--- config.mk ---
export PLATFORM = sky130hd
export DESIGN_NAME = pool2x2_stream
export DESIGN_NICKNAME = d
export VERILOG_FILES = /design/src/rtl/pool2x2_stream.sv
export SDC_FILE = /design/constraint.sdc
export NUM_CORES = 1
export LEC_CHECK = 0
export ABC_CLOCK_PERIOD_IN_PS = 4600
export CAP_MARGIN = 15
export CORE_MARGIN = 5
export CORE_UTILIZATION = 58
export CTS_CLUSTER_DIAMETER = 30
export DETAILED_ROUTE_END_ITERATION = 16
export DONT_BUFFER_PORTS = 1
export PLACE_DENSITY = 0.76
export SLEW_MARGIN = 20
export SYNTH_ARGS = -nofsm -noshare
export SYNTH_HDL_FRONTEND = slang
export SYNTH_SLANG_ARGS = --single-unit
--- constraint.sdc ---
create_clock -name clk -period 4.6 [get_ports clk]
set_input_delay 1.15 -clock clk [delete_from_list [all_inputs] [get_ports clk]]
set_output_delay 1.15 -clock clk [all_outputs]
set_load 0.05 [all_outputs]
--- src/rtl/pool2x2_stream.sv ---
// Streaming 2x2 / stride-2 average-or-max pooling over raster-order pixels,
// Depth channels in parallel, with a half-width line buffer and valid/ready flow control.

module pool2x2_lane #(
  parameter int DW    = 16,
  parameter int LB_N  = 14,
  parameter int IDX_W = 4
) (
  input  logic             clk,
  input  logic             in_fire,
  input  logic             col_odd,
  input  logic             row_odd,
  input  logic             mode,
  input  logic [IDX_W-1:0] idx,
  input  logic [DW-1:0]    x,
  output logic [DW-1:0]    res
);
  logic signed [DW-1:0] h_q, h_d;
  logic signed [DW:0]   lb_q [LB_N];
  logic signed [DW:0]   lb_d [LB_N];
  logic signed [DW-1:0] xs, pair_max, prev_max;
  logic signed [DW:0]   pair_sum, pair, p_prev;
  logic signed [DW+1:0] sum3;

  always_comb begin
    xs       = x;
    pair_sum = {h_q[DW-1], h_q} + {xs[DW-1], xs};
    pair_max = (h_q > xs) ? h_q : xs;
    // Line buffer holds the full DW+1 sum in avg mode, a sign-extended max otherwise.
    pair     = mode ? {pair_max[DW-1], pair_max} : pair_sum;
    p_prev   = lb_q[idx];
    prev_max = p_prev[DW-1:0];
    sum3     = {p_prev[DW], p_prev} + {pair_sum[DW], pair_sum};
    // Dropping the two LSBs of the sign-extended sum is a floor divide by 4.
    res      = mode ? ((prev_max > pair_max) ? prev_max : pair_max) : sum3[DW+1:2];
    h_d      = h_q;
    lb_d     = lb_q;
    if (in_fire && !col_odd) h_d = xs;
    if (in_fire && col_odd && !row_odd) lb_d[idx] = pair;
  end

  // Data-path state only; its contents never matter before being written in a frame.
  always_ff @(posedge clk) begin
    h_q  <= h_d;
    lb_q <= lb_d;
  end
endmodule

module pool2x2_stream #(
  parameter int DATA_WIDTH = 16,
  parameter int InputH     = 28,
  parameter int InputW     = 28,
  parameter int Depth      = 1
) (
  input  logic                        clk,
  input  logic                        reset,
  input  logic                        pool_mode,
  input  logic                        in_valid,
  output logic                        in_ready,
  input  logic [Depth*DATA_WIDTH-1:0] in_data,
  output logic                        out_valid,
  input  logic                        out_ready,
  output logic [Depth*DATA_WIDTH-1:0] out_data,
  output logic                        frame_done
);
  localparam int LB_N  = InputW / 2;
  localparam int IDX_W = (LB_N > 1) ? $clog2(LB_N) : 1;
  localparam int CW    = $clog2(InputW);
  localparam int RW    = $clog2(InputH);
  localparam logic [CW-1:0] COL_LAST = CW'(InputW - 1);
  localparam logic [RW-1:0] ROW_LAST = RW'(InputH - 1);

  if ((InputH % 2) != 0 || (InputW % 2) != 0) begin : g_dim_err
    $error("pool2x2_stream: InputH and InputW must be even");
  end

  logic [CW-1:0] col_q, col_d;
  logic [RW-1:0] row_q, row_d;
  logic          mode_q, mode_d;
  logic          out_valid_q, out_valid_d;
  logic          out_last_q, out_last_d;
  logic          frame_done_q, frame_done_d;
  logic [Depth-1:0][DATA_WIDTH-1:0] out_data_q, out_data_d, res;
  logic          in_fire, win;
  logic [IDX_W-1:0] idx;

  assign in_ready   = !out_valid_q || out_ready;
  assign in_fire    = in_valid && in_ready;
  assign win        = in_fire && col_q[0] && row_q[0];
  assign idx        = IDX_W'(col_q >> 1);
  assign out_valid  = out_valid_q;
  assign out_data   = out_data_q;
  assign frame_done = frame_done_q;

  for (genvar c = 0; c < Depth; c++) begin : g_lane
    pool2x2_lane #(.DW(DATA_WIDTH), .LB_N(LB_N), .IDX_W(IDX_W)) u_lane (
      .clk     (clk),
      .in_fire (in_fire),
      .col_odd (col_q[0]),
      .row_odd (row_q[0]),
      .mode    (mode_q),
      .idx     (idx),
      .x       (in_data[c*DATA_WIDTH +: DATA_WIDTH]),
      .res     (res[c])
    );
  end

  always_comb begin
    col_d        = col_q;
    row_d        = row_q;
    mode_d       = mode_q;
    out_valid_d  = out_valid_q;
    out_data_d   = out_data_q;
    out_last_d   = out_last_q;
    frame_done_d = out_valid_q && out_ready && out_last_q;
    if (in_fire) begin
      if (col_q == '0 && row_q == '0) mode_d = pool_mode;
      if (col_q == COL_LAST) begin
        col_d = '0;
        row_d = (row_q == ROW_LAST) ? '0 : row_q + 1'b1;
      end else begin
        col_d = col_q + 1'b1;
      end
    end
    // A new window result wins over the drain of the previous one.
    if (win) begin
      out_valid_d = 1'b1;
      out_data_d  = res;
      out_last_d  = (row_q == ROW_LAST) && (col_q == COL_LAST);
    end else if (out_valid_q && out_ready) begin
      out_valid_d = 1'b0;
    end
  end

  always_ff @(posedge clk or posedge reset) begin
    if (reset) begin
      col_q        <= '0;
      row_q        <= '0;
      mode_q       <= 1'b0;
      out_valid_q  <= 1'b0;
      out_data_q   <= '0;
      out_last_q   <= 1'b0;
      frame_done_q <= 1'b0;
    end else begin
      col_q        <= col_d;
      row_q        <= row_d;
      mode_q       <= mode_d;
      out_valid_q  <= out_valid_d;
      out_data_q   <= out_data_d;
      out_last_q   <= out_last_d;
      frame_done_q <= frame_done_d;
    end
  end
endmodule

==> summary.md <==
| Metric | Value |
|---|---|
| Syn Inst Count | `943` |
| Area share of the largest cell type after synthesis | `55.7%` |
| Synth Area in Simple Gates | `7.66%` |
| Arrival time worst endpoint | `5.10 ns` |
| Total die area | `0.0268 sq mm` |
| DP Wirelength | `21800 um` |
| Ant diodes | `0` |
| Synth Net Count | `1033` |
| Compound-gate portion of the synthesized area | `8.61%` |
| Cell family with most CP delay | `compound AO/OA/AOI/OAI gates` |
| Failing checks | `setup timing` |
| Layout area overhead | `26.8%` |
| NumNets Final | `1186` |
| Buf+Inv Stages, Crit Path | `6` |
| Clock Sinks | `284` |
| Routed len/inst | `24.5 um` |
| Hold Path Class | `reg2reg` |
| Synth top cells by count | `edfxtp_1 (254), nor2_1 (72), ha_1 (68), mux4_2 (51), mux2i_1 (50)` |
| Starting DRT DRC Count | `841` |
| Final Non-Filler Cells | `1454` |
| Post-Syn Area | `0.0137 sq mm` |
| GRT overflow | `0` |
| Final setup viols | `6` |
| Seq cells post-synth | `284` |
| Root Buffer | `clkbuf_16` |
| Yosys cell types | `75` |
| Clock skew | `0.0134 ns` |
| Clock Latency Late Sink | `0.55 ns` |
| Site row count | `56` |
| Post-cts hold buffer count | `0` |
| CP max stage delay | `0.32 ns` |
| Peak supply drop | `0.000423 V` |
| Dpl ws | `-0.933 ns` |
| Worst slew margin | `27.3%` |
| Status | `complete, but fails checks` |
| H-tree Lvls | `2` |
| Clk buf depth | `3` |
| DRT Pass-1 Iters | `5` |
| CP max-delay cell | `o311a_1` |
| Final critical-path share of the clock period | `102%` |
| Average cell area after synthesis | `14.5 sq um` |
| Warnings from Yosys | `0` |
| Top area cells in the synthesized netlist | `edfxtp_1 (56%), mux4_2 (8.4%), ha_1 (6.2%)` |
| Vias per cell | `6.24` |
| Crit-path cells | `inv_8 > ha_4 > and2_4 > o311a_1 > a2111o_1 > a21o_1 > a21oi_4 > buf_12 > buf_12 > mux2i_4 > inv_1 > ha_2 > nor2b_2 > o2111ai_2 > a211oi_4 > nor3_2 > nand4b_1 > o211ai_1 > clkbuf_16 > buf_8 > or2_4 > a31oi_1 > o21ai_1` |
| Register area share after synthesis | `61.1%` |
| Most numerous cell in the Yosys netlist | `edfxtp_1` |
| Final slew viol count | `0` |
| I/O pin count | `40` |
| Routed vias | `9073` |
| Largest family of logic cells by synthesized area | `multiplexers` |
| Dpl cell area | `0.0151 sq mm` |
| Largest net degree at the start of global routing | `29` |
| Seq pwr share | `28.4%` |
| Number of global-route vias before repair | `9083` |
| Pleak | `6.46 nW` |
| Final Core Density | `74.2%` |
| Num CTS Buffers | `50` |
| WP data required | `5.01 ns` |
| Area leader, netlist | `edfxtp_1` |
| Final Cell Area | `0.0174 sq mm` |
| Post-Synth XOR/XNOR Area | `1.41%` |
| Detail Route Antenna Nets | `0` |
| DRC violations left | `0` |
| Count of final hold-check violations | `0` |
| Wirelength, routed | `35600 um` |
| Global-route wire length before repair | `52700 um` |
| Antenna violations before repair | `0` |
| Tot GR Track Use | `26.1%` |
| Crit path kind | `in2reg` |
| Initial core utilization | `58.5%` |
| Clk slew on worst S/H paths | `0.05 ns` |
| Most Frequent Cell on Critical Path | `buf_12` |
| Die Y-Extent | `164 um` |
| Multi-input logic area | `0.00554 sq mm` |
| Layout fillers | `1376` |
| Async SR Flop Fraction | `10.6%` |
| Sw Ratio | `37.9%` |
| Power Density | `810 mW/mm^2` |
| Combinational share of power | `45.4%` |
| Adder-cell share of the synthesized area | `6.36%` |
| Fin Setup TNS | `-0.271 ns` |
| CTS tree | `built` |
| Routability cong. | `0.902` |
| Port bufs | `0` |
| Int Pwr | `8.73 mW` |
| FF/Latch Area | `0.00838 sq mm` |
| Fmax | `213 MHz` |
| Share of cells above drive strength 1 | `32.2%` |
| Core area | `0.0234 sq mm` |
| Clock share of power | `26.2%` |
| NetSw | `5.34 mW` |
| # Max-Cap Violations | `0` |
| Dpl cells | `1345` |
| Type of origin of the critical path | `input pin` |
| Number of synthesized flops with an enable pin | `254` |
| Multiplexer share of the synthesized area | `12.6%` |
| Maximum fanout along the worst path | `6` |
| Final worst setup slack | `-0.0840 ns` |
| Post-layout min period | `4.68 ns` |
| Top_reg_cell synth | `edfxtp_1` |
| RSZ-0062 raised after global routing | `true` |
| CP endpoint kind | `register` |
| Die span in x | `164 um` |
| Slew @ Worst Pin | `1.09 ns` |
## metal layers
layer	up-vias	track usage [%]	wire, um
met5	-	0	0
met4	0	8.58	1270
met3	93	4.22	2620
met2	411	44.8	18000
met1	4587	34.3	13700
li1	3982	-	-
## area by class of cell
type | instances | share of cell area [%]
clock buffers | 51 | 7.22
repair buffers | 137 | 6.85
clock inverters | 40 | 2.62
well taps | 319 | 2.30
flip-flops and latches | 284 | 48.2
inverters | 39 | 0.900
multi-input cells | 584 | 31.9
## per-stage QoR
| step | power [mW] | hold slack, ns |
|---|---|---|
| 6_report | 14.1 | 0.474 |
| 3_3_place_gp | 9.14 | 0.461 |
| 2_1_floorplan | 7.43 | 0.443 |
| 4_1_cts | 13.3 | 0.475 |
| 5_1_grt | 14.7 | 0.505 |
| 3_5_place_dp | 9.30 | 0.464 |
## logic make-up after synthesis
group / Yosys count
and+or+nand+nor: 210
adders and majority gates: 69
buffers and inverters: 75
DFF: 284
AOI/OAI and AO/OA: 176
muxes: 107
xor gates and xnor gates: 22
## worst paths after layout
kind,start,endpoint,slack [ns],cells past startpoint
hold / removal,out_last_q$_DFFE_PP0P_,out_last_q$_DFFE_PP0P_,0.47,2
min in group asynchronous,reset,out_last_q$_DFFE_PP0P_,0.59,1
setup reg to reg,g_lane[0].u_lane.h_q[7]$_DFFE_PP_,out_data[4]$_DFFE_PP0P_,-0.02,22
setup / recovery,in_data[7],out_data[4]$_DFFE_PP0P_,-0.08,23
max in group asynchronous,reset,col_q[1]$_DFFE_PP0P_,3.30,2
hold reg to reg,out_last_q$_DFFE_PP0P_,out_last_q$_DFFE_PP0P_,0.47,2
## cell usage in the layout (no fill, tap or decap), types with 15 or more instances in the layout
cell and instances:
mux4_2 51, nor2_1 63, buf_4 122, clkbuf_16 52, mux2i_1 34, dfrtp_1 28
nand3_1 15, o21ai_0 33, inv_1 37, ha_1 53, nand2_1 45, a21oi_1 43
edfxtp_1 254
## tightest hold or removal path: stages (launching register included)
cell and delay [ns]:
dfrtp_1 0.33, nand2_1 0.05, o21ai_0 0.06
## registers in the layout (all words and copies together) (netlist names)
name / cells
g_lane.u_lane.lb_q: 238
out_data: 16
row_q: 5
mode_q: 1
out_last_q: 1
frame_done: 1
col_q: 5
out_valid: 1
g_lane.u_lane.h_q: 16
## timing repair
action | in CTS | in global routing
cloned | 1 | 1
buffers inserted | 5 | 12
endpoints found under the setup margin | 16 | 16
resized for setup | 26 | 61
pin swaps | 5 | 15
## power by group through the flow
stage	registers, mW	logic (mW)	clock network [mW]
global placement	4.04	5.10	0
global route	4.03	6.77	3.86
floorplan	3.85	3.59	0
CTS	4.02	5.56	3.72
finish	4.00	6.38	3.68
detailed placement	4.06	5.24	0
Note: power is estimated with default switching activity, not from simulation.
